### config.mk
export PLATFORM = sky130hd
export DESIGN_NAME = external_spike_router
export DESIGN_NICKNAME = d
export VERILOG_FILES = /design/src/rtl/external_spike_router.sv
export SDC_FILE = /design/constraint.sdc
export NUM_CORES = 1
export LEC_CHECK = 0
export ABC_AREA = 1
export CAP_MARGIN = 40
export CORE_UTILIZATION = 42
export DETAILED_ROUTE_END_ITERATION = 16
export PLACE_DENSITY = 0.79
export SKIP_CTS_REPAIR_TIMING = 1
export SKIP_LAST_GASP = 1
export SYNTH_ARGS = -nofsm -noshare
export SYNTH_HDL_FRONTEND = slang
export SYNTH_SLANG_ARGS = --single-unit
### constraint.sdc
create_clock -name clk -period 2.8 [get_ports clk]
set_input_delay 0.28 -clock clk [delete_from_list [all_inputs] [get_ports clk]]
set_output_delay 0.28 -clock clk [all_outputs]
set_load 0.005 [all_outputs]
### src/rtl/external_spike_router.sv
// Merges external stimulus spikes and routed neuron feedback spikes onto per-row synapse buses.
// Latency: ext_valid -> out_valid 1 cycle; nn_spike -> pending 1 cycle -> out_valid 2 cycles minimum.
// No backpressure: external spikes win, neuron spikes wait in a per-row/column pending bit or are dropped.
module external_spike_router #(
    parameter int NUM_SYNAPSE_ROWS = 2,
    parameter int NUM_COLS         = 2,
    parameter int ADDR_WIDTH       = 6,
    localparam int CW              = (NUM_COLS > 1) ? $clog2(NUM_COLS) : 1
) (
    input  logic                                   clk,
    input  logic                                   reset_n,
    input  logic [NUM_SYNAPSE_ROWS-1:0]            ext_valid,
    input  logic [NUM_SYNAPSE_ROWS*ADDR_WIDTH-1:0] ext_addr,
    input  logic [NUM_COLS-1:0]                    nn_spike,
    input  logic                                   cfg_we,
    input  logic [CW-1:0]                          cfg_col,
    input  logic                                   cfg_enable,
    input  logic [NUM_SYNAPSE_ROWS-1:0]            cfg_row_mask,
    input  logic [ADDR_WIDTH-1:0]                  cfg_addr,
    output logic [NUM_SYNAPSE_ROWS-1:0]            out_valid,
    output logic [NUM_SYNAPSE_ROWS*ADDR_WIDTH-1:0] out_addr,
    output logic [NUM_SYNAPSE_ROWS-1:0]            drop_flag
);

    localparam int R  = NUM_SYNAPSE_ROWS;
    localparam int C  = NUM_COLS;
    localparam int AW = ADDR_WIDTH;

    logic [C-1:0]          tbl_en;
    logic [C-1:0][R-1:0]   tbl_mask;
    logic [C-1:0][AW-1:0]  tbl_addr;

    logic [R-1:0][C-1:0]   pending;
    logic [R-1:0][C-1:0]   pend_set;
    logic [R-1:0][C-1:0]   grant;
    logic [R-1:0][C-1:0]   pend_nxt;
    logic [R-1:0]          any_grant;
    logic [R-1:0]          drop_set;
    logic [R-1:0][AW-1:0]  grant_addr;
    logic [R-1:0]          out_valid_nxt;
    logic [R*AW-1:0]       out_addr_nxt;
    logic                  cfg_hit;

    // Out-of-range column indices (non power-of-two C) must not touch the table.
    assign cfg_hit = cfg_we && (32'(cfg_col) < 32'(C));

    always_ff @(posedge clk or negedge reset_n) begin
        if (!reset_n) begin
            tbl_en   <= '0;
            tbl_mask <= '0;
            tbl_addr <= '0;
        end else if (cfg_hit) begin
            tbl_en[cfg_col]   <= cfg_enable;
            tbl_mask[cfg_col] <= cfg_row_mask;
            tbl_addr[cfg_col] <= cfg_addr;
        end
    end

    always_comb begin
        pend_set      = '0;
        grant         = '0;
        any_grant     = '0;
        drop_set      = '0;
        grant_addr    = '0;
        pend_nxt      = pending;
        out_valid_nxt = '0;
        out_addr_nxt  = out_addr;
        for (int r = 0; r < R; r++) begin
            for (int c = 0; c < C; c++) begin
                pend_set[r][c] = nn_spike[c] & tbl_en[c] & tbl_mask[c][r];
            end
            // Lowest pending column wins; an external spike blocks all grants on the row.
            for (int c = 0; c < C; c++) begin
                if (!ext_valid[r] && !any_grant[r] && pending[r][c]) begin
                    grant[r][c]   = 1'b1;
                    any_grant[r]  = 1'b1;
                    grant_addr[r] = tbl_addr[c];
                end
            end
            for (int c = 0; c < C; c++) begin
                pend_nxt[r][c] = (pending[r][c] & ~grant[r][c]) | pend_set[r][c];
                drop_set[r]    = drop_set[r] | (pend_set[r][c] & pending[r][c] & ~grant[r][c]);
            end
            if (ext_valid[r]) begin
                out_valid_nxt[r]          = 1'b1;
                out_addr_nxt[r*AW +: AW]  = ext_addr[r*AW +: AW];
            end else if (any_grant[r]) begin
                out_valid_nxt[r]          = 1'b1;
                out_addr_nxt[r*AW +: AW]  = grant_addr[r];
            end
        end
    end

    always_ff @(posedge clk or negedge reset_n) begin
        if (!reset_n) begin
            pending   <= '0;
            out_valid <= '0;
            out_addr  <= '0;
            drop_flag <= '0;
        end else begin
            pending   <= pend_nxt;
            out_valid <= out_valid_nxt;
            out_addr  <= out_addr_nxt;
            drop_flag <= drop_flag | drop_set;
        end
    end

endmodule

## Word level (Yosys, flattened, before mapping)

Cells that the tools add are included.

| word-level totals | value |
|---|---|
| register bits | 38 |
| input bits | 29 |
| word-level logic and storage cells | 82 |

| operators by class | value |
|---|---|
| $lt $le $gt $ge | 2 |
| reductions and logical operators | 13 |
| multiplexer cells | 27 |
| bitwise operators | 29 |

Operators with widths:

| kind | number |
|---|---|
| $mux 6 | 9 |
| $and 1x1->1 | 18 |
| $bwmux 12 | 1 |
| $mux 1 | 11 |
| $logic_and 1x1->1 | 7 |
| $demux 6 s1 | 1 |
| $or 1x1->1 | 6 |
| $bwmux 4 | 1 |
| $logic_not 1->1 | 4 |
| $not 1->1 | 4 |
| $reduce_bool 2->1 | 2 |
| $bwmux 2 | 1 |
| $demux 2 s1 | 1 |
| $lt 1x2->1 const B | 1 |
| $mux 2 | 1 |
| $or 2x2->2 | 1 |
| $demux 1 s1 | 1 |
| $ge 1x1->1 const B | 1 |

## Logic depth before layout (Yosys ltp)

| depth | value |
|---|---|
| depth after elaboration | 11 |
| gate-level depth with buffers | 5 |
| gate-level depth less buffers | 4 |

## Worst setup path after synthesis

OpenSTA, ideal clock, no wires.

| timing path | value |
|---|---|
| path kind | register to register |
| start point | register pending[1] (netlist bit) |
| end point | register out_addr[0] |
| slack | 1.891 ns |
| cell stages (with the launch flop) | 5 |
| arrival time | 0.779 ns |
| cells stage by stage | dfrtp_1 buf_4 clkinv_1 nand3_1 nand4_1 |

| on the way | value |
|---|---|
| word-level cells in the longest chain between the ends | 4 |

Ends and longest elaborated chain:

| element | RTL line | source |
|---|---|---|
| from (decl) | 33 | `logic [R-1:0][C-1:0] pending;` |
| from (signal assigned) | 101 | `pending <= pend_nxt;` |
| $logic_and 1x1->1 (*) | 74 | `if (!ext_valid[r] && !any_grant[r] && pending[r][c]) begin` |
| $mux 6 | 74 |  |
| $mux 6 | 87 | `end else if (any_grant[r]) begin` |
| $mux 6 | 84 | `if (ext_valid[r]) begin` |
| to (signal assigned) | 103 | `out_addr <= out_addr_nxt;` |
| to (decl) | 21 | `output logic [NUM_SYNAPSE_ROWS*ADDR_WIDTH-1:0] out_addr,` |

Every way passes the cells marked *; elsewhere a longest branch is shown, timed or not. The select of a mux whose other input is x is not followed.
A chain may end at the register's enable or synchronous reset.

## Worst setup path in the final report

| timing path | value |
|---|---|
| start point | register out_addr[8] |
| end point | output port out_addr[8] |

No word-level cell between the ends.

==> impl_results.md <==
* Crit path max fanout at 2
* Status: finished clean
* CP Cell Sequence: clkdlybuf4s50_1
* P_leak at 0.000982 µW
* Final net count at 262
* RSZ-0062 raised after global routing: false
* PwrDens at 592 mW/mm²
* Post-synth ARST share at 1.00
* Initial core utilization at 0.451
* Top cells by count, synth: nand2_1, dfrtp_1, nand3_1
* Ys flop type: dfrtp_1
* Area delta synth->final at 31.3%
* Number of distinct library cells after synthesis at 19
* Leading area contributor after synthesis: dfrtp_1
* Port-buffer cells at 44
* Max Cap Viol at 0
* Worst-Margin Slew at 0.520 ns
* Clk sinks at 38
* Row count at 22
* Fillers at 363
* Startpoint types: flip-flop
* Largest net degree at the start of global routing at 39
* Slew margin rel. at 0.652
* Gpl congestion at 0.828
* VDD IR max at 0.000396 V
* Skew final at 0.00410 ns
* Cts bufs inserted at 5
* Via count at 1401
* Area of the multi-input gates at 606 µm²
* Synth top area cells: dfrtp_1, nand2_1, nand3_1
* WL final at 3560 µm
* Total Neg Setup Slack at 0 ns
* Slowest stage delay, CP at 0.51 ns
* First-pass GRT wire length at 6130 µm
* Vias in the first global route at 1361
* Die ar. at 0.00427 mm²
* Hold violation count in the final report at 0
* Post-synthesis register bit count at 38
* Post-synthesis net count at 217
* Post-synth top area share at 0.564
* Core area at 0.00374 mm²
* Initial antenna violation count at 0
* Total GRT Usage at 0.196
* Top cell family by delay on the critical path: buffers and inverters
* Starting DRT DRC Count at 84
* Count leader, synth: nand2_1
* Synthesized area per cell at 8.97 µm²
* Wirelength per Cell at 12.7 µm
* Boundary pin count at 45
* Buf+Inv Stages, Crit Path at 1
* YS warnings at 0
* Setup CP Type: flip-flop to output port
* CP required at 2.52 ns
* CTS root buffer: clkbuf_8
* Drt pass-1 iters at 4
* Register area share after synthesis at 0.564
* Fmax at 696 MHz
* Final Cycle Share at 0.513
* Placed instance count at 274
* Register area at 951 µm²
* Skew-Pair Late Insertion Delay at 0.29 ns
* Post-layout minimum cycle time at 1.44 ns
* Final Max Tran Viols at 0
* Post-route ant nets at 0
* Mapped Cells at 188
* TritonCTS clock tree: yes
* Worst min path class: input port to asynchronous set/reset pin
* Fin cells at 280
* Mapped Area at 0.00169 mm²
* DRC at 0
* DIE WIDTH at 65.4 µm
* Post-DR vias/cell at 5.00
* Worst-path clk slew at 0.07 ns
* Clock buffer depth at 2
* Share of layout cells above drive strength 1 at 0.0690
* H-tree depth at 2
* Critical-path top delay cell: clkdlybuf4s50_1
* Grt ovf at 0
* Critical path arrival at 1.16 ns
* Final setup fails at 0
* Chip height at 65.4 µm
* Crit. End Element: output port
* HPWL after DPL at 2650 µm
* EDFF count, synth at 0
* Antenna diode count at 0
==> final cells by class <==
cell class	instances	area share
clock buffer	6	0.0373
inverter	18	0.0305
timing repair buffer	45	0.202
sequential	38	0.429
multi-input combinational	125	0.273
tap	48	0.0271
==> final timing paths <==
kind,from,to,slack [ns],cells after the start
max in group asynchronous,reset_n,tbl_mask[3],2.06,2
worst min register to register,tbl_mask[1],tbl_mask[1],0.48,2
min in group clk,tbl_mask[1],tbl_mask[1],0.48,2
worst max register to register,pending[1],out_addr[5],1.67,3
worst min-delay path,reset_n,out_addr[1],0.41,2
worst max-delay path,out_addr[8],out_addr[8],1.36,1
==> power breakdown <==
part	internal (µW)	switching, µW
clock network	190	176
registers	626	62.7
logic	145	113
==> through the flow <==
stage	setup slack (ns)	cell area, µm²	util	hold WS, ns	power, µW
after floorplan	1.89	1690	-	-0.0156	803
final	1.36	2210	0.592	0.414	1310
after detailed placement	1.18	2130	0.570	0.474	955
after global routing	1.31	2210	0.592	0.448	1390
after CTS	1.35	2210	0.592	0.430	1320
after global placement	1.23	2130	0.570	0.465	949
==> layout by cell type (no fill, tap or decap) <==
cell type        synthesis  final
nand3_1                 28     28
nor2_1                   5      5
clkinv_1                 1      1
clkbuf_8                 0      6
nor2_8                   1      1
nand2_2                  2      2
buf_4                    1      1
nor2_4                   2      2
dfrtp_1                 38     38
o21ai_0                 20     20
nand3b_1                 1      1
inv_1                   14     14
inv_2                    3      3
nand2_1                 51     51
o22ai_1                  1      1
nand4_1                 12     12
clkdlybuf4s50_1          0     44
nor2_2                   1      1
o21ai_1                  1      1
==> logic make-up after synthesis <==
kind of cell           share of synthesized area
AO/OA/AOI/OAI                             0.0660
AND/OR/NAND/NOR                            0.293
flip-flops                                 0.564
buffers and inverters                     0.0771
==> state kept, by name (all words and copies together), names as in the netlist <==
| name | count |
|---|---|
| drop_flag | 2 |
| tbl_addr | 12 |
| tbl_mask | 4 |
| pending | 4 |
| tbl_en | 2 |
| out_valid | 2 |
| out_addr | 12 |
==> routing by layer <==
layer | routed length [µm] | up-vias | GRT usage
met1 | 1620 | 614 | 0.247
met2 | 1590 | 62 | 0.303
met4 | 85 | 0 | 0.0842
li1 | - | 715 | -
met3 | 267 | 10 | 0.0694
met5 | 0 | - | 0
(Power assumes the default switching activity.)
